**src/rtl/ahb_params_pkg.sv**
```systemverilog
// rtl/ahb_params_pkg.sv - shared AHB/APB bus types and bridge parameters
package ahb_params_pkg;

    localparam int ADDR_WIDTH       = 32;
    localparam int DATA_WIDTH       = 32;
    localparam int NO_OF_APB_SLAVES = 4;
    localparam int APB_SLOT_LSB     = 12;

    typedef enum logic [1:0] {
        HTRANS_IDLE   = 2'b00,
        HTRANS_BUSY   = 2'b01,
        HTRANS_NONSEQ = 2'b10,
        HTRANS_SEQ    = 2'b11
    } htrans_e;

    typedef enum logic [1:0] {
        HRESP_OKAY  = 2'b00,
        HRESP_ERROR = 2'b01,
        HRESP_RETRY = 2'b10,
        HRESP_SPLIT = 2'b11
    } hresp_e;

    typedef enum logic [2:0] {
        ST_IDLE   = 3'd0,
        ST_SETUP  = 3'd1,
        ST_ACCESS = 3'd2,
        ST_ERR1   = 3'd3,
        ST_ERR2   = 3'd4
    } apb_state_e;

    // Slot field is one value wider than the largest legal index so that
    // out-of-range slots (e.g. 5 with 4 slaves) are visible and flagged.
    function automatic int slot_width(input int n_slaves);
        return $clog2(n_slaves + 1);
    endfunction

endpackage

```
**src/rtl/ahb2apb_bridge_if.sv**
```systemverilog
// rtl/ahb2apb_bridge_if.sv - AHB slave side and APB master side signals of the bridge
//
// Modports:
//   slave  - the bridge view: AHB slave inputs/outputs plus the APB master outputs
//   master - the environment view: AHB master plus the APB peripheral segment
interface ahb2apb_bridge_if
    import ahb_params_pkg::*;
#(
    parameter int ADDR_W = ADDR_WIDTH,
    parameter int DATA_W = DATA_WIDTH,
    parameter int N_SLV  = NO_OF_APB_SLAVES
);
    logic              HSEL;
    logic [ADDR_W-1:0] HADDR;
    logic [1:0]        HTRANS;
    logic              HWRITE;
    logic [2:0]        HSIZE;
    logic [DATA_W-1:0] HWDATA;
    logic              HREADY;
    logic              HREADYOUT;
    logic [DATA_W-1:0] HRDATA;
    logic [1:0]        HRESP;

    logic [ADDR_W-1:0] PADDR;
    logic [N_SLV-1:0]  PSEL;
    logic              PENABLE;
    logic              PWRITE;
    logic [DATA_W-1:0] PWDATA;
    logic [DATA_W-1:0] PRDATA;
    logic              PREADY;
    logic              PSLVERR;

    modport slave (
        input  HSEL, HADDR, HTRANS, HWRITE, HSIZE, HWDATA, HREADY,
        output HREADYOUT, HRDATA, HRESP,
        output PADDR, PSEL, PENABLE, PWRITE, PWDATA,
        input  PRDATA, PREADY, PSLVERR
    );

    modport master (
        output HSEL, HADDR, HTRANS, HWRITE, HSIZE, HWDATA, HREADY,
        input  HREADYOUT, HRDATA, HRESP,
        input  PADDR, PSEL, PENABLE, PWRITE, PWDATA,
        output PRDATA, PREADY, PSLVERR
    );

endinterface

```
**src/rtl/ahb2apb_bridge_decoder.sv**
```systemverilog
// rtl/ahb2apb_bridge_decoder.sv - combinational APB slot decoder
//
// Ports:
//   slot       in  slot-index field taken from HADDR
//   psel       out one-hot select for the addressed APB slave
//   decode_err out slot index has no APB slave behind it
module apb_slave_decoder #(
    parameter int NO_OF_APB_SLAVES = 4,
    parameter int SLOT_W           = 3
) (
    input  logic [SLOT_W-1:0]           slot,
    output logic [NO_OF_APB_SLAVES-1:0] psel,
    output logic                        decode_err
);

    always_comb begin
        psel       = '0;
        decode_err = 1'b1;
        for (int i = 0; i < NO_OF_APB_SLAVES; i++) begin
            if (slot == SLOT_W'(i)) begin
                psel[i]    = 1'b1;
                decode_err = 1'b0;
            end
        end
    end

endmodule

```
**src/rtl/ahb2apb_bridge.sv**
```systemverilog
// rtl/ahb2apb_bridge.sv - AHB slave to APB master bridge
//
// Ports:
//   HCLK    in  bus clock, rising edge
//   HRESETn in  asynchronous active-low reset
//   bus     slave modport: AHB slave signals in/out, APB master signals out/in
//
// Each accepted NONSEQ/SEQ transfer becomes one APB SETUP/ACCESS pair; the AHB
// data phase is stretched with HREADYOUT=0 until the APB slave completes.
// Decode errors and PSLVERR both produce the two-cycle AHB ERROR response.
module ahb2apb_bridge
    import ahb_params_pkg::*;
#(
    parameter int ADDR_WIDTH       = ahb_params_pkg::ADDR_WIDTH,
    parameter int DATA_WIDTH       = ahb_params_pkg::DATA_WIDTH,
    parameter int NO_OF_APB_SLAVES = ahb_params_pkg::NO_OF_APB_SLAVES,
    parameter int APB_SLOT_LSB     = ahb_params_pkg::APB_SLOT_LSB
) (
    input  logic            HCLK,
    input  logic            HRESETn,
    ahb2apb_bridge_if.slave bus
);

    localparam int SLOT_W = slot_width(NO_OF_APB_SLAVES);

    apb_state_e                  state_q, state_d;
    logic [NO_OF_APB_SLAVES-1:0] psel_dec;
    logic [NO_OF_APB_SLAVES-1:0] psel_q;
    logic                        dec_err;
    logic [ADDR_WIDTH-1:0]       paddr_q;
    logic                        pwrite_q;
    logic [DATA_WIDTH-1:0]       hrdata_q;
    logic                        accept;
    logic                        xfer_err;
    logic                        apb_phase;
    logic                        active_trans;

    apb_slave_decoder #(
        .NO_OF_APB_SLAVES (NO_OF_APB_SLAVES),
        .SLOT_W           (SLOT_W)
    ) u_decoder (
        .slot       (bus.HADDR[APB_SLOT_LSB +: SLOT_W]),
        .psel       (psel_dec),
        .decode_err (dec_err)
    );

    assign active_trans = (bus.HTRANS == HTRANS_NONSEQ) || (bus.HTRANS == HTRANS_SEQ);

    // New address phases are only sampled while the bridge is not holding a
    // data phase: IDLE, or the second ERROR cycle where HREADYOUT is high.
    assign accept = ((state_q == ST_IDLE) || (state_q == ST_ERR2))
                    && bus.HSEL && bus.HREADY && active_trans;

    assign xfer_err = dec_err || (bus.HSIZE > 3'b010);

    always_ff @(posedge HCLK or negedge HRESETn) begin
        if (!HRESETn) begin
            state_q  <= ST_IDLE;
            paddr_q  <= '0;
            pwrite_q <= 1'b0;
            psel_q   <= '0;
            hrdata_q <= '0;
        end else begin
            state_q <= state_d;
            if (accept) begin
                paddr_q  <= bus.HADDR;
                pwrite_q <= bus.HWRITE;
                psel_q   <= psel_dec;
            end
            if ((state_q == ST_ACCESS) && bus.PREADY && !bus.PSLVERR && !pwrite_q) begin
                hrdata_q <= bus.PRDATA;
            end
        end
    end

    always_comb begin
        state_d = state_q;
        unique case (state_q)
            ST_IDLE, ST_ERR2: begin
                if (accept) begin
                    state_d = xfer_err ? ST_ERR1 : ST_SETUP;
                end else begin
                    state_d = ST_IDLE;
                end
            end
            ST_SETUP:  state_d = ST_ACCESS;
            ST_ACCESS: begin
                if (bus.PREADY) begin
                    state_d = bus.PSLVERR ? ST_ERR1 : ST_IDLE;
                end
            end
            ST_ERR1:   state_d = ST_ERR2;
            default:   state_d = ST_IDLE;
        endcase
    end

    assign apb_phase = (state_q == ST_SETUP) || (state_q == ST_ACCESS);

    assign bus.PSEL      = apb_phase ? psel_q : '0;
    assign bus.PENABLE   = (state_q == ST_ACCESS);
    assign bus.PADDR     = paddr_q;
    assign bus.PWRITE    = pwrite_q;
    // HWDATA is stable for the whole stretched data phase, so it is passed
    // straight through rather than registered.
    assign bus.PWDATA    = (apb_phase && pwrite_q) ? bus.HWDATA : '0;

    assign bus.HREADYOUT = !(apb_phase || (state_q == ST_ERR1));
    assign bus.HRESP     = ((state_q == ST_ERR1) || (state_q == ST_ERR2)) ? HRESP_ERROR : HRESP_OKAY;
    assign bus.HRDATA    = hrdata_q;

endmodule

```
**src/flat_wrapper.sv**
```systemverilog
// flat-port wrapper written by rule: the top's interface ports become plain ports
module ahb2apb_bridge_flat import ahb_params_pkg::*;
#(
    parameter int ADDR_WIDTH       = ahb_params_pkg::ADDR_WIDTH,
    parameter int DATA_WIDTH       = ahb_params_pkg::DATA_WIDTH,
    parameter int NO_OF_APB_SLAVES = ahb_params_pkg::NO_OF_APB_SLAVES,
    parameter int APB_SLOT_LSB     = ahb_params_pkg::APB_SLOT_LSB
)
  (HCLK, HRESETn, bus_HSEL, bus_HADDR, bus_HTRANS, bus_HWRITE, bus_HSIZE, bus_HWDATA, bus_HREADY, bus_HREADYOUT, bus_HRDATA, bus_HRESP, bus_PADDR, bus_PSEL, bus_PENABLE, bus_PWRITE, bus_PWDATA, bus_PRDATA, bus_PREADY, bus_PSLVERR);
  ahb2apb_bridge_if bus_i ();
  input  logic HCLK;
  input  logic HRESETn;
  input wire logic [$bits(bus_i.HSEL)-1:0] bus_HSEL;
  input wire logic [$bits(bus_i.HADDR)-1:0] bus_HADDR;
  input wire logic [$bits(bus_i.HTRANS)-1:0] bus_HTRANS;
  input wire logic [$bits(bus_i.HWRITE)-1:0] bus_HWRITE;
  input wire logic [$bits(bus_i.HSIZE)-1:0] bus_HSIZE;
  input wire logic [$bits(bus_i.HWDATA)-1:0] bus_HWDATA;
  input wire logic [$bits(bus_i.HREADY)-1:0] bus_HREADY;
  output wire logic [$bits(bus_i.HREADYOUT)-1:0] bus_HREADYOUT;
  output wire logic [$bits(bus_i.HRDATA)-1:0] bus_HRDATA;
  output wire logic [$bits(bus_i.HRESP)-1:0] bus_HRESP;
  output wire logic [$bits(bus_i.PADDR)-1:0] bus_PADDR;
  output wire logic [$bits(bus_i.PSEL)-1:0] bus_PSEL;
  output wire logic [$bits(bus_i.PENABLE)-1:0] bus_PENABLE;
  output wire logic [$bits(bus_i.PWRITE)-1:0] bus_PWRITE;
  output wire logic [$bits(bus_i.PWDATA)-1:0] bus_PWDATA;
  input wire logic [$bits(bus_i.PRDATA)-1:0] bus_PRDATA;
  input wire logic [$bits(bus_i.PREADY)-1:0] bus_PREADY;
  input wire logic [$bits(bus_i.PSLVERR)-1:0] bus_PSLVERR;
  assign bus_i.HSEL = bus_HSEL;
  assign bus_i.HADDR = bus_HADDR;
  assign bus_i.HTRANS = bus_HTRANS;
  assign bus_i.HWRITE = bus_HWRITE;
  assign bus_i.HSIZE = bus_HSIZE;
  assign bus_i.HWDATA = bus_HWDATA;
  assign bus_i.HREADY = bus_HREADY;
  assign bus_HREADYOUT = bus_i.HREADYOUT;
  assign bus_HRDATA = bus_i.HRDATA;
  assign bus_HRESP = bus_i.HRESP;
  assign bus_PADDR = bus_i.PADDR;
  assign bus_PSEL = bus_i.PSEL;
  assign bus_PENABLE = bus_i.PENABLE;
  assign bus_PWRITE = bus_i.PWRITE;
  assign bus_PWDATA = bus_i.PWDATA;
  assign bus_i.PRDATA = bus_PRDATA;
  assign bus_i.PREADY = bus_PREADY;
  assign bus_i.PSLVERR = bus_PSLVERR;
  ahb2apb_bridge #(.ADDR_WIDTH(ADDR_WIDTH), .DATA_WIDTH(DATA_WIDTH), .NO_OF_APB_SLAVES(NO_OF_APB_SLAVES), .APB_SLOT_LSB(APB_SLOT_LSB)) u_core (.HCLK(HCLK), .HRESETn(HRESETn), .bus(bus_i));
endmodule
```
**config.mk**
```make
export PLATFORM = sky130hd
export DESIGN_NAME = ahb2apb_bridge_flat
export DESIGN_NICKNAME = d
export VERILOG_FILES = /design/src/rtl/ahb_params_pkg.sv /design/src/rtl/ahb2apb_bridge_if.sv /design/src/rtl/ahb2apb_bridge_decoder.sv /design/src/rtl/ahb2apb_bridge.sv /design/src/flat_wrapper.sv
export SDC_FILE = /design/constraint.sdc
export NUM_CORES = 1
export LEC_CHECK = 0
export CAP_MARGIN = 40
export CORE_MARGIN = 3
export CORE_UTILIZATION = 30
export DETAILED_ROUTE_END_ITERATION = 7
export GPL_TIMING_DRIVEN = 0
export HOLD_SLACK_MARGIN = 0.1
export PLACE_DENSITY = 0.72
export SLEW_MARGIN = 20
export SYNTH_ARGS = -nofsm -noshare
export SYNTH_HDL_FRONTEND = slang
export SYNTH_HIERARCHICAL = 1
export SYNTH_SLANG_ARGS = --single-unit
```
**constraint.sdc**
```tcl
create_clock -name HCLK -period 1.7 [get_ports HCLK]
set_input_delay 0.34 -clock HCLK [delete_from_list [all_inputs] [get_ports HCLK]]
set_output_delay 0.34 -clock HCLK [all_outputs]
set_load 0.03 [all_outputs]
```
==> results of run 1 <==
sequential cells by signal, summed over array words and instances, names as in the netlist:
signal and count:
u_core/bus.HRDATA 32, u_core/state_q 3, u_core/bus.PADDR 32, u_core/psel_q 4, u_core/bus.PWRITE 1
placed cells by master (no fill, tap or decap), drive strengths merged:
master         count
mux2              69
dlygate4sd3        1
bufinv             2
conb               1
clkinv             2
dfrtp             72
and2              36
a21o               1
and3b              1
o22ai              1
a211oi             1
clkbuf            14
inv                2
nand2b             1
dlygate4sd2       65
nor3               1
a21oi              2
nor3b              3
and2b              1
xnor2              1
or2                1
nor2               4
nor2b              1
clkdlybuf4s15      4
buf               72
or3b               1
nand4              1
or3                1
clkdlybuf4s50    105
nand2              2
timing repair:
item,4_1_cts,5_1_grt
endpoints found under the setup margin,165,80
pin swaps,2,14
hold buffers,1,0
buffers inserted,15,7
endpoints found under the hold margin,19,0
gates cloned,1,2
resized for setup,364,25
area by class of cell:
cell class                 count  area [sq um]  share of cell area [%]
buffer                        13           175                    2.86
clock buffer                  11           141                    2.31
clock inverter                 5          78.8                    1.29
inverter                       1          6.26                   0.102
multi-input combinational    130          1350                    22.1
sequential                    72          1800                    29.5
tap                          133           166                    2.72
timing repair buffer         237          2390                    39.1
per-stage QoR:
stage               cell area, sq um  hold slack [ns]  setup WS, ns
finish                          6120            0.433        -0.351
global placement                5450            0.482         -2.19
floorplan                       3180           0.0444        -0.126
CTS                             5940            0.426        -0.382
detailed placement              5470            0.253        -0.987
global route                    6120            0.444        -0.417
worst max-delay path, delay by kind of cell (launching register included):
family	cells	cell delay, ns
buffers and inverters	5	0.61
flip-flops	1	0.45
AO/OA/AOI/OAI	1	0.18
AND/OR/NAND/NOR	2	0.14
power by group:
part | internal [mW] | switching, mW | total, mW | leakage (nW)
Clock | 0.868 | 0.635 | 1.50 | 0.114
Combinational | 3.11 | 3.46 | 6.57 | 1.97
Sequential | 2.53 | 0.428 | 2.96 | 0.877
cell families after synthesis:
kind of cell / count (synthesis)
compound gates: 5
xor+xnor: 1
buf+inv: 14
flops: 72
mux: 69
other cells: 1
simple gates: 54
how the worst min path moves through the flow:
stage,slack (ns),depth (start not counted),to,start
6_report,0.43,2,u_core/bus.HRDATA[2]$_DFFE_PN0P_,HRESETn
5_1_grt,0.44,2,u_core/bus.HRDATA[2]$_DFFE_PN0P_,HRESETn
4_1_cts,0.43,2,u_core/bus.PADDR[4]$_DFFE_PN0N_,HRESETn
3_5_place_dp,0.25,1,u_core/bus.HRDATA[2]$_DFFE_PN0P_,HRESETn
3_3_place_gp,0.48,1,u_core/psel_q[1]$_DFFE_PN0N_,u_core/psel_q[1]$_DFFE_PN0N_
2_1_floorplan,0.04,0,u_core/bus.HRDATA[0]$_DFFE_PN0P_,HRESETn
routing by layer:
layer	wire length (um)	global-route usage, %
met3	1140	7.10
met2	5150	29.0
met1	3440	17.3
met5	0	0
met4	75	5.41
==> impl_metrics.py, run 1 <==
metrics = {
    "run_status": {
        "status": "finished, violations left",
        "violations": "negative setup slack",
    },
    "sta": {
        "rsz0062_at_grt": "yes",
        "finClkSkew_ns": 0.0109,
        "worst_slack_ns": -0.351,
        "setup-violations-final": 110,
        "tns_ns": -30.37,
        "max_freq_ghz": 0.488,
        "fin_crit_sh_pct": 121,
        "fin_crit_ns": 2.05,
        "drv_slew": 0,
        "hold_violations": 0,
    },
    "worst_setup_path": {
        "endpoint": "bus_HRESP[0]",
        "arrival_ns": 1.71,
        "worst_path_largest_cell_delay_ns": 0.45,
        "cpMostUsedCell": "buf_6",
        "r2r_cells": 6,
        "slowest_stage": "dfrtp_2",
        "r2r_start": "u_core/state_q[0]$_DFFE_PN0P_",
        "startpoint": "u_core/state_q[0]$_DFFE_PN0P_",
        "endpoint_kind": "output port",
        "r2r_setup_slack_ns": -0.35,
        "crit_fanout": 3,
        "path_class": "reg -> out",
        "cp.required_ns": 1.36,
        "worstSetupStartpointType": "flip-flop",
        "path_cells": "buf_4 > buf_6 > buf_6 > buf_6 > nand2_1 > nor2_1 > a21o_1 > buf_6",
        "r2r-end": "u_core/bus.HRDATA[1]$_DFFE_PN0P_",
    },
    "drt": {
        "wl_um": 9810,
        "dr.pass1.iters": 4,
        "via_per_inst": 4.42,
        "drcViolationCount": 0,
        "vias": 2659,
        "drt.antenna.violating_nets": 0,
        "post_drt_wl_per_cell_um": 16.3,
        "drt_iter0_drc": 96,
    },
    "synthesis": {
        "yosysUniqueCellTypes": 29,
        "synthArstFlopShare_pct": 100,
        "synth_most_common_cell": "dfrtp_1",
        "ys_seq_elements": 72,
        "yosys-top-cells-area": "dfrtp_1 57%, mux2_4 14%, mux2_2 14%",
        "syn_area_per_cell_sq_um": 14.7,
        "synth.cell_area_sq_mm": 0.00318,
        "synthMuxAreaShare_pct": 28.0,
        "synthFlopType": "dfrtp_1",
        "synth_common_cells": "72 x dfrtp_1, 39 x mux2_2, 36 x and2_1",
        "yosysWarnings": 6,
        "synth_top_family_by_area": "multiplexers",
        "ys_seq_area_share_pct": 56.6,
        "synth_top_area_share_pct": 56.6,
        "synthXorXnorAreaFrac_pct": 0.275,
        "yosysTopAreaCell": "dfrtp_1",
        "synthCells": 216,
        "yosys.area_share.adder_pct": 0,
        "synth_compound_area_share_pct": 0.983,
        "synth.net_count": 324,
        "synth_simple_gate_area_share_pct": 10.4,
        "synth_edf_count": 0,
    },
    "placement": {
        "placed_cells": 560,
        "portBuffers": 210,
        "place_congestion": 0.714,
        "hpwl_um": 7350,
    },
    "final_layout": {
        "area_growth_pct": 92.3,
        "utilization_pct": 60.9,
        "stdcell_count": 602,
        "antenna-diode-count": 0,
        "fillers": 815,
        "nets": 572,
        "layout-drive-gt1-share_pct": 41.2,
    },
    "cts": {
        "htreeDepth": 3,
        "cts_buffer_depth": 2,
        "cts_num_sinks": 72,
        "cts.clk_slew.worst_paths_ns": 0.08,
        "tritoncts": "done",
        "insertion_delay_ns": 0.34,
        "numCtsBuffers": 9,
        "clock-root-buffer": "clkbuf_8",
    },
    "pwr": {
        "power_density_mw_per_mm2": 1800,
        "power_mw": 11.0,
        "leakage_nw": 2.97,
        "max-vdd-ir-drop_mv": 0.912,
    },
    "grt": {
        "grt_pass1_vias": 2846,
        "grt_max_degree": 54,
        "grt_use_total_pct": 16.4,
        "overflow": 0,
        "grt_pass1_wl_um": 14600,
        "antenna_found_initial": 0,
    },
    "hold_path": {
        "hold_path.class": "in -> async",
    },
    "die": {
        "ios": 213,
        "die_area_sq_mm": 0.0119,
        "initial_utilization_pct": 31.7,
        "die-width_um": 109,
        "die_y_um": 109,
        "coreArea_sq_mm": 0.0100,
        "core.rowCount": 36,
    },
    "flow_run": {
        "drv_cap": 0,
    },
}
Power figures use the tool's default switching activity.
==> run 2: changes to the inputs <==
- CORE_UTILIZATION: 30 -> 36
- PLACE_DENSITY: 0.72 -> 0.81
- clock period: 1.7 -> 1.92 ns (I/O delays scaled with it)
==> run 2 against run 1 <==
Net effect:
- largest cell class unchanged
- die area down 16%
- final area down 4.3%
- critical path depth down 2
- wire length down 2.8%
- flip-flop and latch count unchanged
- critical endpoint is now bus_PWDATA[25]
- clock skew up 0.0026 ns
- largest power group unchanged
- the flow still finishes with violations (negative setup slack)
- register-to-register slack better by 0.33 ns
- utilization up 9.0 points
- power down 9.1%
- via count down 4.4%
- final cell count down 8.0%
==> impl_metrics.py, run 2 (same netlist as run 1, synthesis figures left out) <==
metrics = {
    "worst_setup_path": {
        "worstSetupStartpointType": "flip-flop",
        "cpMostUsedCell": "buf_6",
        "arrival_ns": 1.67,
        "cp.required_ns": 1.54,
        "crit_fanout": 6,
        "slowest_stage": "dfrtp_1",
        "path_cells": "xnor2_2 > nor3b_2 > buf_6 > clkbuf_16 > and2_4 > buf_6",
        "path_class": "reg -> out",
        "endpoint_kind": "output port",
        "r2r_cells": 5,
        "worst_path_largest_cell_delay_ns": 0.42,
    },
    "sta": {
        "max_freq_ghz": 0.487,
        "worst_pin_slew_ns": 0.547,
        "rsz0062_at_grt": "yes",
        "hold_violations": 0,
        "finClkSkew_ns": 0.0136,
        "setup-violations-final": 49,
        "drv_slew": 0,
        "fin_crit_ns": 2.05,
        "worst_slack_ns": -0.133,
        "fin_crit_sh_pct": 107,
        "relSlewSlack_pct": 63.5,
    },
    "die": {
        "initial_utilization_pct": 37.9,
        "die_area_sq_mm": 0.0100,
        "core.rowCount": 33,
        "coreArea_sq_mm": 0.00838,
        "die-width_um": 100,
        "die_y_um": 100,
        "ios": 213,
    },
    "pwr": {
        "max-vdd-ir-drop_mv": 0.849,
        "power_density_mw_per_mm2": 1710,
        "power_switching_share_pct": 39.2,
        "clkPwrFrac_pct": 14.8,
        "seq_power_share_pct": 26.2,
        "p_sw_mw": 3.93,
        "internal-power_mw": 6.10,
        "p_comb_share_pct": 59.0,
        "leakage_nw": 2.69,
    },
    "run_status": {
        "status": "finished, violations left",
        "violations": "negative setup slack",
    },
    "cts": {
        "cts_num_sinks": 72,
        "cts.clk_slew.worst_paths_ns": 0.07,
        "clock-root-buffer": "clkbuf_8",
        "cts_buffer_depth": 2,
        "tritoncts": "done",
        "htreeDepth": 3,
        "insertion_delay_ns": 0.33,
        "numCtsBuffers": 9,
    },
    "placement": {
        "hpwl_um": 7520,
        "dpl_cell_area_sq_mm": 0.00543,
        "pre_cts_slack_ns": -0.761,
        "portBuffers": 210,
        "place_congestion": 0.797,
    },
    "final_layout": {
        "layout-drive-gt1-share_pct": 36.1,
        "nets": 552,
        "design_area_sq_mm": 0.00586,
        "layout_common_cells": "170 x clkdlybuf4s50_1, 71 x dfrtp_1, 39 x mux2_2, 34 x buf_6, 30 x mux2_4",
        "antenna-diode-count": 0,
        "final_common_cell": "clkdlybuf4s50_1",
        "area_growth_pct": 84.1,
        "utilization_pct": 69.9,
    },
    "grt": {
        "grt_pass1_wl_um": 14800,
        "grt_max_degree": 41,
        "grt_pass1_vias": 2810,
        "overflow": 0,
        "antenna_found_initial": 0,
        "grt_use_total_pct": 19.3,
    },
    "drt": {
        "drcViolationCount": 0,
        "vias": 2542,
        "via_per_inst": 4.59,
        "drt_iter0_drc": 23,
        "wl_um": 9530,
        "dr.pass1.iters": 3,
        "post_drt_wl_per_cell_um": 17.2,
        "drt.antenna.violating_nets": 0,
    },
    "hold_path": {
        "hold_depth": 1,
        "hold_path.class": "reg -> reg",
    },
    "flow_run": {
        "drv_cap": 0,
    },
}
## run 2: cell count changes in the layout (fill, tap and decap cells not counted), moves of 2 or more
cell and change:
clkdlybuf4s15_2 -4, buf_4 -10, and2_4 -5, buf_6 -11, and2_1 +5, clkdlybuf4s50_1 +65
dlygate4sd2_1 -65, clkinv_2 -2, buf_2 +7, buf_16 -2
## run 2: worst paths after layout
check | startpoint | endpoint | slack (ns)
max | u_core/state_q[1]$_DFFE_PN0P_ | bus_PWDATA[25] | -0.13
min | u_core/psel_q[1]$_DFFE_PN0N_ | u_core/psel_q[1]$_DFFE_PN0N_ | 0.50
max reg2reg | u_core/state_q[0]$_DFFE_PN0P_ | u_core/bus.HRDATA[20]$_DFFE_PN0P_ | -0.02
min reg2reg | u_core/psel_q[1]$_DFFE_PN0N_ | u_core/psel_q[1]$_DFFE_PN0N_ | 0.50
max in group asynchronous | HRESETn | u_core/bus.HRDATA[14]$_DFFE_PN0P_ | 0.80
min in group asynchronous | HRESETn | u_core/bus.HRDATA[24]$_DFFE_PN0P_ | 0.56
## run 2: final cells by class
type / instances / area [sq um]
Buffer: 13 / 145
Clock buffer: 12 / 155
Clock inverter: 4 / 98.8
Fill cell: 586 / 2530
Inverter: 1 / 3.75
Multi-Input combinational cell: 130 / 1320
Sequential cell: 72 / 1800
Tap cell: 105 / 131
Timing Repair Buffer: 217 / 2200
## run 2: layer usage
metal,wire length [um],vias up,GRT usage [%]
met5,0,-,0
met4,288,0,8.81
met3,1020,21,7.71
met2,5030,136,34.2
met1,3180,1201,20.0
li1,-,1184,-
## run 2: power groups by stage
stage	Sequential (mW)	Clock [mW]	Combinational, mW
final	2.63	1.48	5.92
after global routing	2.73	1.59	6.19
after CTS	2.64	1.53	5.84
after detailed placement	2.67	0	5.58
after global placement	2.61	0	5.51
after floorplan	4.01	0	1.77
## run 2: worst max-delay path: cells and delay by family (launching register included)
family,cells,cell delay [ns]
AND/OR/NAND/NOR,2,0.32
buffers and inverters,3,0.44
flip-flops,1,0.42
XOR/XNOR,1,0.16
## run 2: what timing repair did
action / 4_1_cts / 5_1_grt
setup buffers: 4 / 0
hold endpoints to repair: 39 / 0
endpoints found under the setup margin: 77 / 71
pin swaps: 1 / 6
resized for setup: 277 / 19
cloned: 0 / 1
hold buffers: 1 / 0
## run 2: stage by stage
step / power (mW) / hold slack [ns] / instances / setup TNS (ns)
4_1_cts: 10.0 / 0.502 / 553 / -4.53
2_1_floorplan: 5.78 / 0.0884 / 216 / 0
3_5_place_dp: 8.25 / 0.399 / 532 / -29.54
5_1_grt: 10.5 / 0.506 / 554 / -7.57
3_3_place_gp: 8.12 / 0.480 / 531 / -168.52
6_report: 10.0 / 0.499 / 554 / -3.39
